`config.mk`:
```
export PLATFORM = sky130hd
export DESIGN_NAME = block_interleaver
export DESIGN_NICKNAME = d
export VERILOG_FILES = /design/src/rtl/block_interleaver.sv
export SDC_FILE = /design/constraint.sdc
export NUM_CORES = 1
export LEC_CHECK = 0
export ABC_AREA = 1
export ABC_CLOCK_PERIOD_IN_PS = 4200
export CORE_ASPECT_RATIO = 2
export CORE_MARGIN = 2
export CORE_UTILIZATION = 43
export CTS_BUF_LIST = sky130_fd_sc_hd__clkbuf_2 sky130_fd_sc_hd__clkbuf_4 sky130_fd_sc_hd__clkbuf_8
export CTS_CLUSTER_SIZE = 30
export DETAILED_ROUTE_END_ITERATION = 8
export GPL_TIMING_DRIVEN = 0
export PLACE_DENSITY = 0.57
export SYNTH_ARGS = -nofsm -noshare
export SYNTH_HDL_FRONTEND = slang
export SYNTH_SLANG_ARGS = --single-unit
export TNS_END_PERCENT = 10
```
`constraint.sdc`:
```
create_clock -name clk -period 4.2 [get_ports clk]
set_input_delay 0.84 -clock clk [delete_from_list [all_inputs] [get_ports clk]]
set_output_delay 0.84 -clock clk [all_outputs]
set_load 0.1 [all_outputs]
```
`src/rtl/block_interleaver.sv`:
```
// Double-buffered bit-to-lane block interleaver: serial bits fill one bank
// while the other bank drains column-wise as LANES-bit words.
module block_interleaver #(
    parameter int SYMS  = 16,
    parameter int SYM_W = 8,
    parameter int LANES = 4
) (
    input  logic             clk,
    input  logic             rst,
    input  logic             in_bit,
    input  logic             in_valid,
    input  logic             in_last,
    output logic             in_ready,
    output logic [LANES-1:0] out_bits,
    output logic             out_valid,
    output logic             out_last,
    input  logic             out_ready,
    output logic             frame_err
);

    localparam int FRAME_BITS = SYMS * SYM_W;
    localparam int WORDS      = (SYMS / LANES) * SYM_W;
    localparam int WC_W       = (FRAME_BITS > 1) ? $clog2(FRAME_BITS) : 1;
    localparam int RC_W       = (WORDS > 1) ? $clog2(WORDS) : 1;
    localparam int SI_W       = (SYMS > 1) ? $clog2(SYMS) : 1;
    localparam int BI_W       = (SYM_W > 1) ? $clog2(SYM_W) : 1;

    logic [SYM_W-1:0] mem_q [2][SYMS];

    logic [WC_W-1:0]  wr_cnt_q, wr_cnt_d;
    logic [RC_W-1:0]  rd_cnt_q, rd_cnt_d;
    logic             wr_bank_q, wr_bank_d;
    logic             rd_bank_q, rd_bank_d;
    logic [1:0]       full_q, full_d;
    logic [LANES-1:0] out_bits_q, out_bits_d;
    logic             out_valid_q, out_valid_d;
    logic             out_last_q, out_last_d;
    logic             frame_err_q, frame_err_d;

    logic             accept, wr_end, rd_end, load;
    logic [SI_W-1:0]  wr_sym, rd_base;
    logic [BI_W-1:0]  wr_bit, rd_bit;
    logic [LANES-1:0] rd_word;

    assign in_ready = !rst && !full_q[wr_bank_q];
    assign accept   = in_valid && in_ready;
    assign wr_end   = (wr_cnt_q == WC_W'(FRAME_BITS - 1));
    assign rd_end   = (rd_cnt_q == RC_W'(WORDS - 1));
    assign load     = full_q[rd_bank_q] && (!out_valid_q || out_ready);

    assign wr_sym  = SI_W'(int'(wr_cnt_q) / SYM_W);
    assign wr_bit  = BI_W'(int'(wr_cnt_q) % SYM_W);
    assign rd_base = SI_W'((int'(rd_cnt_q) / SYM_W) * LANES);
    assign rd_bit  = BI_W'(SYM_W - 1 - (int'(rd_cnt_q) % SYM_W));

    // Column read: one bit from each of LANES adjacent symbols, MSB first
    always_comb begin
        rd_word = '0;
        for (int k = 0; k < LANES; k++) begin
            rd_word[k] = mem_q[rd_bank_q][rd_base + SI_W'(k)][rd_bit];
        end
    end

    always_comb begin
        wr_cnt_d    = wr_cnt_q;
        rd_cnt_d    = rd_cnt_q;
        wr_bank_d   = wr_bank_q;
        rd_bank_d   = rd_bank_q;
        full_d      = full_q;
        out_bits_d  = out_bits_q;
        out_valid_d = out_valid_q;
        out_last_d  = out_last_q;
        frame_err_d = 1'b0;

        if (accept) begin
            frame_err_d = (in_last != wr_end);
            if (wr_end) begin
                wr_cnt_d          = '0;
                full_d[wr_bank_q] = 1'b1;
                wr_bank_d         = !wr_bank_q;
            end else begin
                wr_cnt_d = wr_cnt_q + 1'b1;
            end
        end

        // Reader release of the other bank may coincide with the writer's set
        if (load) begin
            out_bits_d  = rd_word;
            out_last_d  = rd_end;
            out_valid_d = 1'b1;
            if (rd_end) begin
                rd_cnt_d          = '0;
                full_d[rd_bank_q] = 1'b0;
                rd_bank_d         = !rd_bank_q;
            end else begin
                rd_cnt_d = rd_cnt_q + 1'b1;
            end
        end else if (out_ready) begin
            out_valid_d = 1'b0;
        end
    end

    always_ff @(posedge clk) begin
        if (accept) begin
            mem_q[wr_bank_q][wr_sym][wr_bit] <= in_bit;
        end
    end

    always_ff @(posedge clk) begin
        if (rst) begin
            wr_cnt_q    <= '0;
            rd_cnt_q    <= '0;
            wr_bank_q   <= 1'b0;
            rd_bank_q   <= 1'b0;
            full_q      <= '0;
            out_bits_q  <= '0;
            out_valid_q <= 1'b0;
            out_last_q  <= 1'b0;
            frame_err_q <= 1'b0;
        end else begin
            wr_cnt_q    <= wr_cnt_d;
            rd_cnt_q    <= rd_cnt_d;
            wr_bank_q   <= wr_bank_d;
            rd_bank_q   <= rd_bank_d;
            full_q      <= full_d;
            out_bits_q  <= out_bits_d;
            out_valid_q <= out_valid_d;
            out_last_q  <= out_last_d;
            frame_err_q <= frame_err_d;
        end
    end

    assign out_bits  = out_bits_q;
    assign out_valid = out_valid_q;
    assign out_last  = out_last_q;
    assign frame_err = frame_err_q;

endmodule

```
==> metrics.cfg, run 1 <==
[yosys]
synthesis.area_um2 = 13710
synth_seq_area_share_pct = 59.59
synth_warnings = 0
synthArstFlopShare_pct = 0
ys.flop_type = edfxtp_1
synth_cell_types = 31
avgSynthCellArea_um2 = 9.375
syn_nets = 1471
syn_inst = 1462
yosys_register_bits = 280
synth-edff-count = 256

[layout]
final_nets = 1528
area_growth_pct = 11.62
drive_gt1_share_pct = 13.11
final_core_util_pct = 48.69

[outcome]
outcome = completed

[clock_tree]
cts-root-buf = clkbuf_8
htree_num_levels = 2
cts_tree = yes
clkSlewWorstSetupHoldPaths_ns = 0.06
ctsLongestPathBuffers = 3
cts_resized = 0
post_cts.repair.setup_buffers = 0
numCtsBuffers = 41
clock-sinks = 280
worstSkewPairLatency_ns = 0.60
cts_hold_repair.buffers = 0

[die]
num_rows = 92
io_pins = 14
die_w_um = 130.2
die_y_um = 256.5
die-area_um2 = 33410
fp.coreArea_um2 = 31430
start_util_pct = 43.62

[timing]
final-hold-violation-count = 0
max_freq_mhz = 268.1
tightest_slew_ns = 1.125
setup_viol = 0
rsz0062_at_grt = false
slew_viol_final = 0
finalCriticalPeriod_ns = 3.730
timing.setup.tns_ns = 0
fin_worst_skew_ns = 0.02801
slew_headroom_pct = 25.01
min_period_over_period_pct = 88.81

[hold_path]
hold_path_depth = 2
hold_path.startpoint = out_last
hold_path_class = register to register

[power]
leakagePower_uw = 0.005365
power.density_nw_per_um2 = 371.0
ir_worst_vdd_mv = 0.2349

[place]
dp_hpwl_um = 35190
place.gp.congestion = 0.9572
port_buffers = 13

[routing]
avgRoutedWirePerCell_um = 25.30
dr.pass1.iters = 6
drtIter0Drc = 1429
drc_errors = 0
via_per_inst = 5.698
vias = 11240
drt_wl_total_um = 49920
final_antenna_net_count = 0

[global_route]
grt_pass1_vias = 10950
grt_max_degree = 171
grt_pass1_wl_um = 71390
grt.overflow.total = 0
grt_usage_pct = 30.28
grt_antenna_before_repair = 1

[worst_setup_path]
crit_cells = 5
r2r_start = rd_cnt_q[3]
critPathLaunch = rst
crit_slowest_cell = clkdlybuf4s50_1
crit_arrival_ns = 2.89
worstPathRequired_ns = 3.36
r2r_cells = 12
path_delay_family = buffers and inverters
path_cells = clkdlybuf4s50_1 > inv_1 > nand2_2 > a21oi_4 > clkdlybuf4s50_1
critical_path_class = input port to primary output
start_kind = input port
cp-endpoint = in_ready
critPathMostFrequentCell = clkdlybuf4s50_1
r2r_setup_slack_ns = 1.73
crit-reg2reg-capture = out_bits[1]
endpoint_kind = primary output
cpPeakStageDelay_ns = 1.16
worstPathMaxFanout = 5
critPathBufInv = 3

[job]
maxCapViolCount = 0

-- power by group --
group          leakage (uW)  switching [uW]  internal [uW]  total (uW)
sequential          0.00249            1.56           3040        3040
combinational       0.00240             125           22.6         148
clock              0.000467            1150           1340        2490
total               0.00537            1280           4400        5680
-- worst min-delay path by stage --
| stage | end | slack, ns |
|---|---|---|
| finish | out_last | 0.47 |
| global route | out_last | 0.51 |
| CTS | out_last | 0.47 |
| detailed placement | out_last | 0.46 |
| global placement | out_last | 0.45 |
| floorplan | full_q[1] | 0.46 |
-- layout make-up --
cell class	instances	area, um2
diodes	1	2.502
flip-flops and latches	280	8168
multi-input cells	952	4588
repair buffers	14	162.7
clock inverters	19	198.9
fillers	3087	16130
well taps	423	529.3
inverters	106	397.9
plain buffers	124	553.0
clock buffers	54	699.4
-- layout by cell type, fill, tap and decap left out, drive strengths merged, types with 3 or more instances in the layout --
master,n
nand2,381
clkbuf,115
clkdlybuf4s50,12
a21oi,18
inv,105
clkinvlp,3
ha,3
clkinv,13
dfxtp,24
edfxtp,256
buf,65
bufinv,4
nor3,238
nand3,182
nor2,96
o21ai,25
-- Yosys cell counts (2+ instances only) --
master	number	share of area [%]
ha_1	3	0.27
a21oi_1	17	0.62
nand3_1	179	6.5
nand2_1	375	10
buf_1	11	0.30
clkbuf_1	61	1.7
dfxtp_1	24	3.5
nor2_4	5	0.41
o21ai_0	25	0.91
a31oi_1	2	0.091
nor3_1	187	6.8
nand2_4	2	0.16
a211oi_1	2	0.11
edfxtp_1	256	56
nand2_2	4	0.18
nor2_2	2	0.091
buf_6	2	0.16
inv_1	96	2.6
inv_2	9	0.25
nor2_1	89	2.4
nor3_2	51	3.7
buf_4	4	0.22
buf_2	46	1.7
xor2_1	2	0.13
nand3_2	2	0.15
-- stage by stage --
stage | cell area [um2] | hold slack, ns | worst slack (ns) | std cells | power, uW
2_1_floorplan | 13710 | 0.4592 | 1.412 | 1462 | 3162
3_3_place_gp | 14370 | 0.4527 | -3.898 | 1898 | 3265
3_5_place_dp | 14400 | 0.4611 | 0.4597 | 1899 | 3245
4_1_cts | 15300 | 0.4732 | 0.4503 | 1972 | 5669
5_1_grt | 15300 | 0.5091 | 0.3901 | 1973 | 5779
6_report | 15300 | 0.4672 | 0.4700 | 1973 | 5677
-- logic make-up after synthesis --
logic type / count (synthesis) / synth area share [%]
fa+ha+maj: 3 / 0.2739
simple gates: 900 / 31.22
xor+xnor: 2 / 0.1278
compound gates: 47 / 1.853
flops: 280 / 59.59
buf+inv: 230 / 6.937
-- per-layer routing --
layer | vias to the layer above | track usage, % | share of wire (%)
li1 | 5070 | - | -
met1 | 5358 | 33.94 | 35
met2 | 585 | 50.20 | 49
met3 | 229 | 3.735 | 6.2
met4 | 0 | 25.24 | 10
met5 | - | 0 | 0
-- worst min-delay path, delay by kind of cell, from the launching register on --
kind             cells  cell delay (ns)
flip-flops           1             0.31
AND/OR/NAND/NOR      1             0.06
AO/OA/AOI/OAI        1             0.05
-- sequential cells by signal (all words and copies together), names as in the netlist, named ones only --
signal	flops
out_bits	4
rd_cnt_q	5
frame_err	1
wr_bank_q	1
wr_cnt_q	7
rd_bank_q	1
out_valid	1
out_last	1
full_q	2
mem_q	256
(Power assumes the default switching activity.)
==> inputs of run 2 (changes only) <==
--- a/config.mk
+++ b/config.mk
@@ -12,5 +12,6 @@
 export CORE_UTILIZATION = 43
-export CTS_BUF_LIST = sky130_fd_sc_hd__clkbuf_2 sky130_fd_sc_hd__clkbuf_4 sky130_fd_sc_hd__clkbuf_8
+export CTS_BUF_LIST = sky130_fd_sc_hd__clkbuf_16
 export CTS_CLUSTER_SIZE = 30
 export DETAILED_ROUTE_END_ITERATION = 8
+export GPL_ROUTABILITY_DRIVEN = 0
 export GPL_TIMING_DRIVEN = 0
--- a/constraint.sdc
+++ b/constraint.sdc
@@ -3,2 +3,2 @@
 set_output_delay 0.84 -clock clk [all_outputs]
-set_load 0.1 [all_outputs]
+set_load 0.01 [all_outputs]
==> run 2 against run 1 <==
Effect of this change: global-route usage is 0.36 points lower; wire length decreased by 1.2%; non-clock buffer count unchanged; fmax increased by 19%; critical endpoint unchanged; utilization fell by 0.18 points.
==> metrics.cfg, run 2 (synthesis gave the netlist of run 1 again) <==
[power]
power.density_nw_per_um2 = 369.6
finalPower_uw = 5633
ir_worst_vdd_mv = 0.3538
leakagePower_uw = 0.005333

[layout]
nFillCells = 2958
layout_commonest_cell = nand2_1
regArea_um2 = 8168
final_nets = 1513
mostFrequentLayoutCells = 375 x nand2_1, 256 x edfxtp_1, 187 x nor3_1, 179 x nand3_1, 102 x inv_1
multi_input_area_um2 = 4588
drive_gt1_share_pct = 11.10
largest_reg_flops = 256
antennaDiodeCount = 0
stdcell_count = 1946
reg_top3 = mem_q (256), wr_cnt_q (7), rd_cnt_q (5)
max_flop_register = mem_q
area_growth_pct = 11.20

[worst_setup_path]
crit_arrival_ns = 2.29
r2r_setup_slack_ns = 1.70
crit-reg2reg-capture = out_bits[0]
worstPathMaxFanout = 5
worstPathRequired_ns = 3.36
r2r_start = rd_cnt_q[3]
critical_path_class = input port to primary output
r2r_cells = 12
endpoint_kind = primary output
start_kind = input port

[clock_tree]
clock-sinks = 280
numCtsBuffers = 26
post_cts.repair.setup_buffers = 0
cts_resized = 0
cts_hold_repair.buffers = 0
cts_tree = yes
worstSkewPairLatency_ns = 0.56
cts-root-buf = clkbuf_16
htree_num_levels = 1
ctsLongestPathBuffers = 3
clkSlewWorstSetupHoldPaths_ns = 0.06

[routing]
dr.pass1.iters = 7
drtIter0Drc = 1125
avgRoutedWirePerCell_um = 25.35
drc_errors = 0
vias = 11060
final_antenna_net_count = 0
via_per_inst = 5.684
drt_wl_total_um = 49320

[place]
port_buffers = 13
dp_hpwl_um = 35060
dp_cells = 1899
place_ws_ns = 0.7435

[timing]
rsz0062_at_grt = false
min_period_over_period_pct = 74.50
final-hold-violation-count = 0
slew_viol_final = 0
slew_headroom_pct = 16.50
worst_slack_ns = 1.071
fin_worst_skew_ns = 0.01878
setup_viol = 0
timing.setup.tns_ns = 0
max_freq_mhz = 319.6
tightest_slew_ns = 1.253
finalCriticalPeriod_ns = 3.129

[global_route]
grt_max_degree = 158
grt_usage_pct = 29.92
grt.overflow.total = 0
grt_pass1_wl_um = 70790
grt_antenna_before_repair = 0
grt_pass1_vias = 10890

[die]
die-area_um2 = 33410
start_util_pct = 43.62
io_pins = 14
fp.coreArea_um2 = 31430
num_rows = 92
die_y_um = 256.5
die_w_um = 130.2

[hold_path]
hold_path_depth = 2
hold_path_class = register to register
hold_end = out_last
hold_path.startpoint = out_last

[job]
maxCapViolCount = 0

[outcome]
outcome = completed

run 2: changes by cell type in the layout (fill, tap and decap cells not counted), sizes merged:
| cell | change |
|---|---|
| bufinv | -1 |
| inv | +7 |
| clkbuf | -27 |
| clkinv | -3 |
| diode | -1 |
| clkinvlp | -2 |
run 2: cell type report:
| class | instances | area share (%) |
|---|---|---|
| sequential | 280 | 53.59 |
| multi-input combinational | 952 | 30.10 |
| clock buffer | 27 | 4.433 |
| buffer | 124 | 3.628 |
| tap | 423 | 3.472 |
| inverter | 106 | 2.610 |
| clock inverter | 20 | 1.100 |
| timing repair buffer | 14 | 1.067 |
run 2: worst max-delay path, stage by stage:
cell and delay [ns]:
clkdlybuf4s50_1 0.48, inv_1 0.18, nand2_2 0.09, a21oi_4 0.15, clkdlybuf4s50_1 0.56
run 2: through the flow:
step                      hold slack (ns)  area [um2]  util, %
after floorplan                    0.4592       13710        -
after global routing               0.5029       15240    48.50
after CTS                          0.4751       15240    48.50
final                              0.4697       15240    48.50
after detailed placement           0.4631       14400    45.82
after global placement             0.4540       14370    45.72
run 2: routing by layer:
metal | vias up | wire (um) | GRT usage [%]
li1 | 5033 | - | -
met1 | 5295 | 16960 | 33.23
met2 | 530 | 24600 | 50.47
met3 | 203 | 2909 | 3.609
met4 | 0 | 4850 | 23.98
met5 | - | 0 | 0
run 2: worst max-delay path by stage:
stage | startpoint | endpoint | slack, ns | cells past startpoint
2_1_floorplan | rst | mem_q[1][120] | 1.94 | 10
3_3_place_gp | in_bit | mem_q[0][96] | -3.97 | 1
3_5_place_dp | rst | mem_q[1][103] | 0.74 | 9
4_1_cts | rst | in_ready | 1.04 | 5
5_1_grt | rst | in_ready | 0.98 | 5
6_report | rst | in_ready | 1.07 | 5
run 2: power by group:
part           internal, uW  switching [uW]  leakage, uW  total (uW)
sequential             3040            1.52      0.00249        3040
clock                  1350            1110     0.000435        2450
combinational          22.6             119      0.00240         141
total                  4410            1230      0.00533        5630
==> inputs of run 3 (changes only) <==
ABC_CLOCK_PERIOD_IN_PS = 2700   (was 4200)
PLACE_DENSITY = 0.59   (was 0.57)
clock period = 2.7 ns   (was 4.2 ns; I/O delays follow)
==> run 3 against run 2 <==
Effect of this change: setup slack lost 0.95 ns; combinational power grew 55%; register-to-register slack lost 1.5 ns; via count grew 0.78%; sequential share of layout area grew 0.27 points; critical path type is now input port to register; largest power group unchanged.
==> metrics.cfg, run 3 (synthesis gave the netlist of run 1 again) <==
[routing]
via_per_inst = 5.737
final_antenna_net_count = 0
dr.pass1.iters = 5
avgRoutedWirePerCell_um = 25.33
drtIter0Drc = 1033
drt_wl_total_um = 49220
vias = 11150
drc_errors = 0

[place]
dp_hpwl_um = 35010
dp_cells = 1899
port_buffers = 13

[worst_setup_path]
worstPathMaxFanout = 10
r2r_setup_slack_ns = 0.19
crit-reg2reg-capture = out_bits[0]
path_cells = clkdlybuf4s50_1 > inv_1 > nand2_2 > a21oi_4 > nand2_4 > nor2_2 > nand2_1 > buf_2 > nor3_1
start_kind = input port
r2r_cells = 12
endpoint_kind = register
worstPathRequired_ns = 2.93
crit_arrival_ns = 2.80
critical_path_class = input port to register
r2r_start = rd_cnt_q[3]
cpPeakStageDelay_ns = 0.49
crit_slowest_cell = clkdlybuf4s50_1

[layout]
largest_reg_flops = 256
area_growth_pct = 10.65
layout_commonest_cell = nand2_1
drive_gt1_share_pct = 11.05
max_flop_register = mem_q
stdcell_count = 1943
multi_input_area_um2 = 4593
antennaDiodeCount = 0
reg_top3 = mem_q (256), wr_cnt_q (7), rd_cnt_q (5)
final_nets = 1512
regArea_um2 = 8168
nFillCells = 3006
mostFrequentLayoutCells = 375 x nand2_1, 256 x edfxtp_1, 186 x nor3_1, 179 x nand3_1, 99 x inv_1

[clock_tree]
worstSkewPairLatency_ns = 0.55
ctsLongestPathBuffers = 3
htree_num_levels = 1
clock-sinks = 280
cts-root-buf = clkbuf_16
post_cts.repair.setup_buffers = 0
cts_tree = yes
cts_hold_repair.buffers = 0
cts_resized = 1
clkSlewWorstSetupHoldPaths_ns = 0.07
numCtsBuffers = 25

[global_route]
grt_max_degree = 155
grt_pass1_vias = 11060
grt.overflow.total = 0
grt_pass1_wl_um = 71240
grt_usage_pct = 29.96
grt_antenna_before_repair = 1

[timing]
max_freq_mhz = 388.4
rsz0062_at_grt = false
setup_viol = 0
tightest_slew_ns = 1.163
min_period_over_period_pct = 95.35
slew_viol_final = 0
slew_headroom_pct = 22.48
fin_worst_skew_ns = 0.01697
finalCriticalPeriod_ns = 2.574
final-hold-violation-count = 0

[die]
start_util_pct = 43.62
io_pins = 14
fp.coreArea_um2 = 31430
num_rows = 92
die_y_um = 256.5
die-area_um2 = 33410
die_w_um = 130.2

[power]
sw_frac_of_total_pct = 21.64
p_int_uw = 6632
p_comb_share_pct = 2.6
finalPower_uw = 8464
power.density_nw_per_um2 = 558.0
ir_worst_vdd_mv = 0.4263
pwr-share-seq_pct = 55.9
clkPwrFrac_pct = 41.5
leakagePower_uw = 0.005282
p_switching_uw = 1832

[hold_path]
hold_path.startpoint = in_bit
hold_end = mem_q[1][101]
hold_path_class = input port to register
hold_path_depth = 1

[outcome]
outcome = completed

[job]
maxCapViolCount = 0

## run 3: cell count changes in the layout (fill, tap and decap cells not counted), sizes merged
| cell | before | now |
|---|---|---|
| clkinv | 10 | 13 |
| inv | 112 | 108 |
| clkinvlp | 1 | 2 |
| clkbuf | 88 | 86 |
| bufinv | 3 | 2 |
## run 3: final cells by class
class / count / area share [%]
buffer: 124 / 3.646
clock inverter: 19 / 0.9074
clock buffer: 25 / 4.125
tap: 423 / 3.490
multi-input combinational: 952 / 30.28
timing repair buffer: 14 / 1.072
sequential: 280 / 53.85
inverter: 106 / 2.623
## run 3: power by group through the flow
stage	clock network, uW	registers [uW]	logic, uW
3_3_place_gp	0	4860	205
2_1_floorplan	0	4830	83.4
4_1_cts	3510	4730	213
5_1_grt	3680	4730	229
3_5_place_dp	0	4820	213
6_report	3520	4730	219
## run 3: through the flow
| step | hold slack (ns) | util (%) | area [um2] | TNS, ns | setup WS (ns) |
|---|---|---|---|---|---|
| 4_1_cts | 0.4680 | 48.26 | 15170 | 0 | 0.1491 |
| 3_5_place_dp | 0.4601 | 45.82 | 14400 | -27.71 | -0.5733 |
| 3_3_place_gp | 0.4555 | 45.72 | 14370 | -1327.41 | -5.110 |
| 6_report | 0.4364 | 48.26 | 15170 | 0 | 0.1256 |
| 2_1_floorplan | 0.4592 | - | 13710 | 0 | 0.7393 |
| 5_1_grt | 0.4731 | 48.26 | 15170 | 0 | 0.04339 |
## run 3: per-layer routing
layer / routed length (um) / part of all wire, % / up-vias / global-route usage (%)
met5: 0 / 0 / - / 0
met2: 24710 / 50 / 559 / 51.28
met4: 4831 / 9.8 / 0 / 23.92
met3: 3156 / 6.4 / 200 / 3.359
li1: - / - / 5028 / -
met1: 16520 / 34 / 5360 / 32.79
## run 3: worst max path at each step
stage	depth (start not counted)	slack (ns)	from	to
2_1_floorplan	10	0.74	rst	mem_q[1][120]
3_3_place_gp	1	-5.11	in_bit	mem_q[1][64]
3_5_place_dp	9	-0.57	rst	mem_q[0][102]
4_1_cts	9	0.15	rst	mem_q[1][117]
5_1_grt	9	0.04	rst	mem_q[1][115]
6_report	9	0.13	rst	mem_q[1][117]
## run 3: critical path, delay by kind of cell
family	cells	cell delay, ns
buffers and inverters	3	1.06
AND/OR/NAND/NOR	5	1.04
AO/OA/AOI/OAI	1	0.15
==> patch (flow settings as in run 3) <==
The output `frame_err` loses its register stage (`frame_err_q` becomes a continuous assignment).
--- a/src/rtl/block_interleaver.sv
+++ b/src/rtl/block_interleaver.sv
@@ -118,3 +118,2 @@
             out_last_q  <= 1'b0;
-            frame_err_q <= 1'b0;
         end else begin
@@ -128,5 +127,6 @@
             out_last_q  <= out_last_d;
-            frame_err_q <= frame_err_d;
         end
     end
+
+    assign frame_err_q = frame_err_d;
 
Function: changed (Yosys sat finds a counterexample within 4 cycles, from zero or initial values and one cycle with rst high).
==> patch against run 3 <==
Synthesized area down 0.20%; total power up 0.65%; non-clock buffer count up 2; cell area up 0.13%; first-iteration DRC count up 10%; wire length up 1.1%; sequential cell count down 1; die area down 0.19%; setup slack worse by 38 ps.
==> patch: results (changes against run 3) <==
[yosys]
synthTopCellsByCount=nand2_1, edfxtp_1, nor3_1, nand3_1, inv_1  ; unchanged
yosysUniqueCellTypes=30  ; was 31
synthAdderAreaFrac_pct=0.274  ; about the same
ys_seq_area_share_pct=59.6  ; about the same
synth_area_leaders=edfxtp_1, nand2_1, nor3_1  ; unchanged

[status]
status=complete, no violations  ; unchanged

[final_layout]
final_nets=1513  ; was 1,512
nFillCells=3023  ; was 3,006
drive_above_1_share_pct=11.3  ; was 11.1%

[routing]
route.detailed.wl_per_inst_um=25.6  ; was 25.3 µm
drt-vias-per-instance=5.73  ; was 5.74
via_count=11100  ; about the same

[worst_setup_path]
critPathKind=register to register  ; was primary input to register
reg2reg_setup_slack_ps=90  ; was 190 ps
cp.arrival_ps=3050  ; was 2800 ps
worst_path_max_delay_cell=buf_1  ; was clkdlybuf4s50_1
max_stage_delay_ps=680  ; was 490 ps

[placement]
dp_cells=1897  ; was 1,899
dp_hpwl_um=34800  ; was 35,000 µm
placed_area_um2=14400  ; about the same

[timing]
whs_ps=402  ; was 436 ps
finalCriticalPeriod_ps=2610  ; was 2570 ps

[grt]
grt_max_degree=191  ; was 155
antenna_found_initial=0  ; was 1
grt_pass1_wl_um=70900  ; was 71,200 µm

[pwr]
swShare_pct=21.9  ; was 21.6%
ir_worst_vdd_mv=0.517  ; was 0.426 mV
clockPowerShare_pct=42.1  ; was 41.5%
p_switching_w=0.00186  ; was 0.00183 W

[clocking]
clk_pin_slew_ps=70  ; about the same

[patch: cell types whose count changed after synthesis, sizes merged]
cell and delta:
buf -6, clkbuf +6, nor2 -5, nand2 +4
nand3 +3, o21ai -2, a21oi -1, dfxtp -1
inv -1, nor3 +1
[patch: routing by layer]
metal	wire, µm	GRT usage [%]
met1	16900	34.2
met2	24800	50.9
met3	3430	3.40
met4	4660	22.2
met5	0	0
[patch: final cells by class]
class	count	area [µm²]	share of cell area [%]
well taps	423	529	3.48
plain buffers	124	577	3.80
multi-input cells	952	4570	30.1
clock buffers	27	676	4.45
repair buffers	16	171	1.13
inverters	105	394	2.60
flip-flops and latches	279	8150	53.6
clock inverters	19	123	0.807
[patch: what timing repair did]
item                                    in CTS  in global routing
gates resized for setup                      4                  3
endpoints found under the setup margin      11                  1
setup buffers                                2                  0
pin swaps                                    1                  0
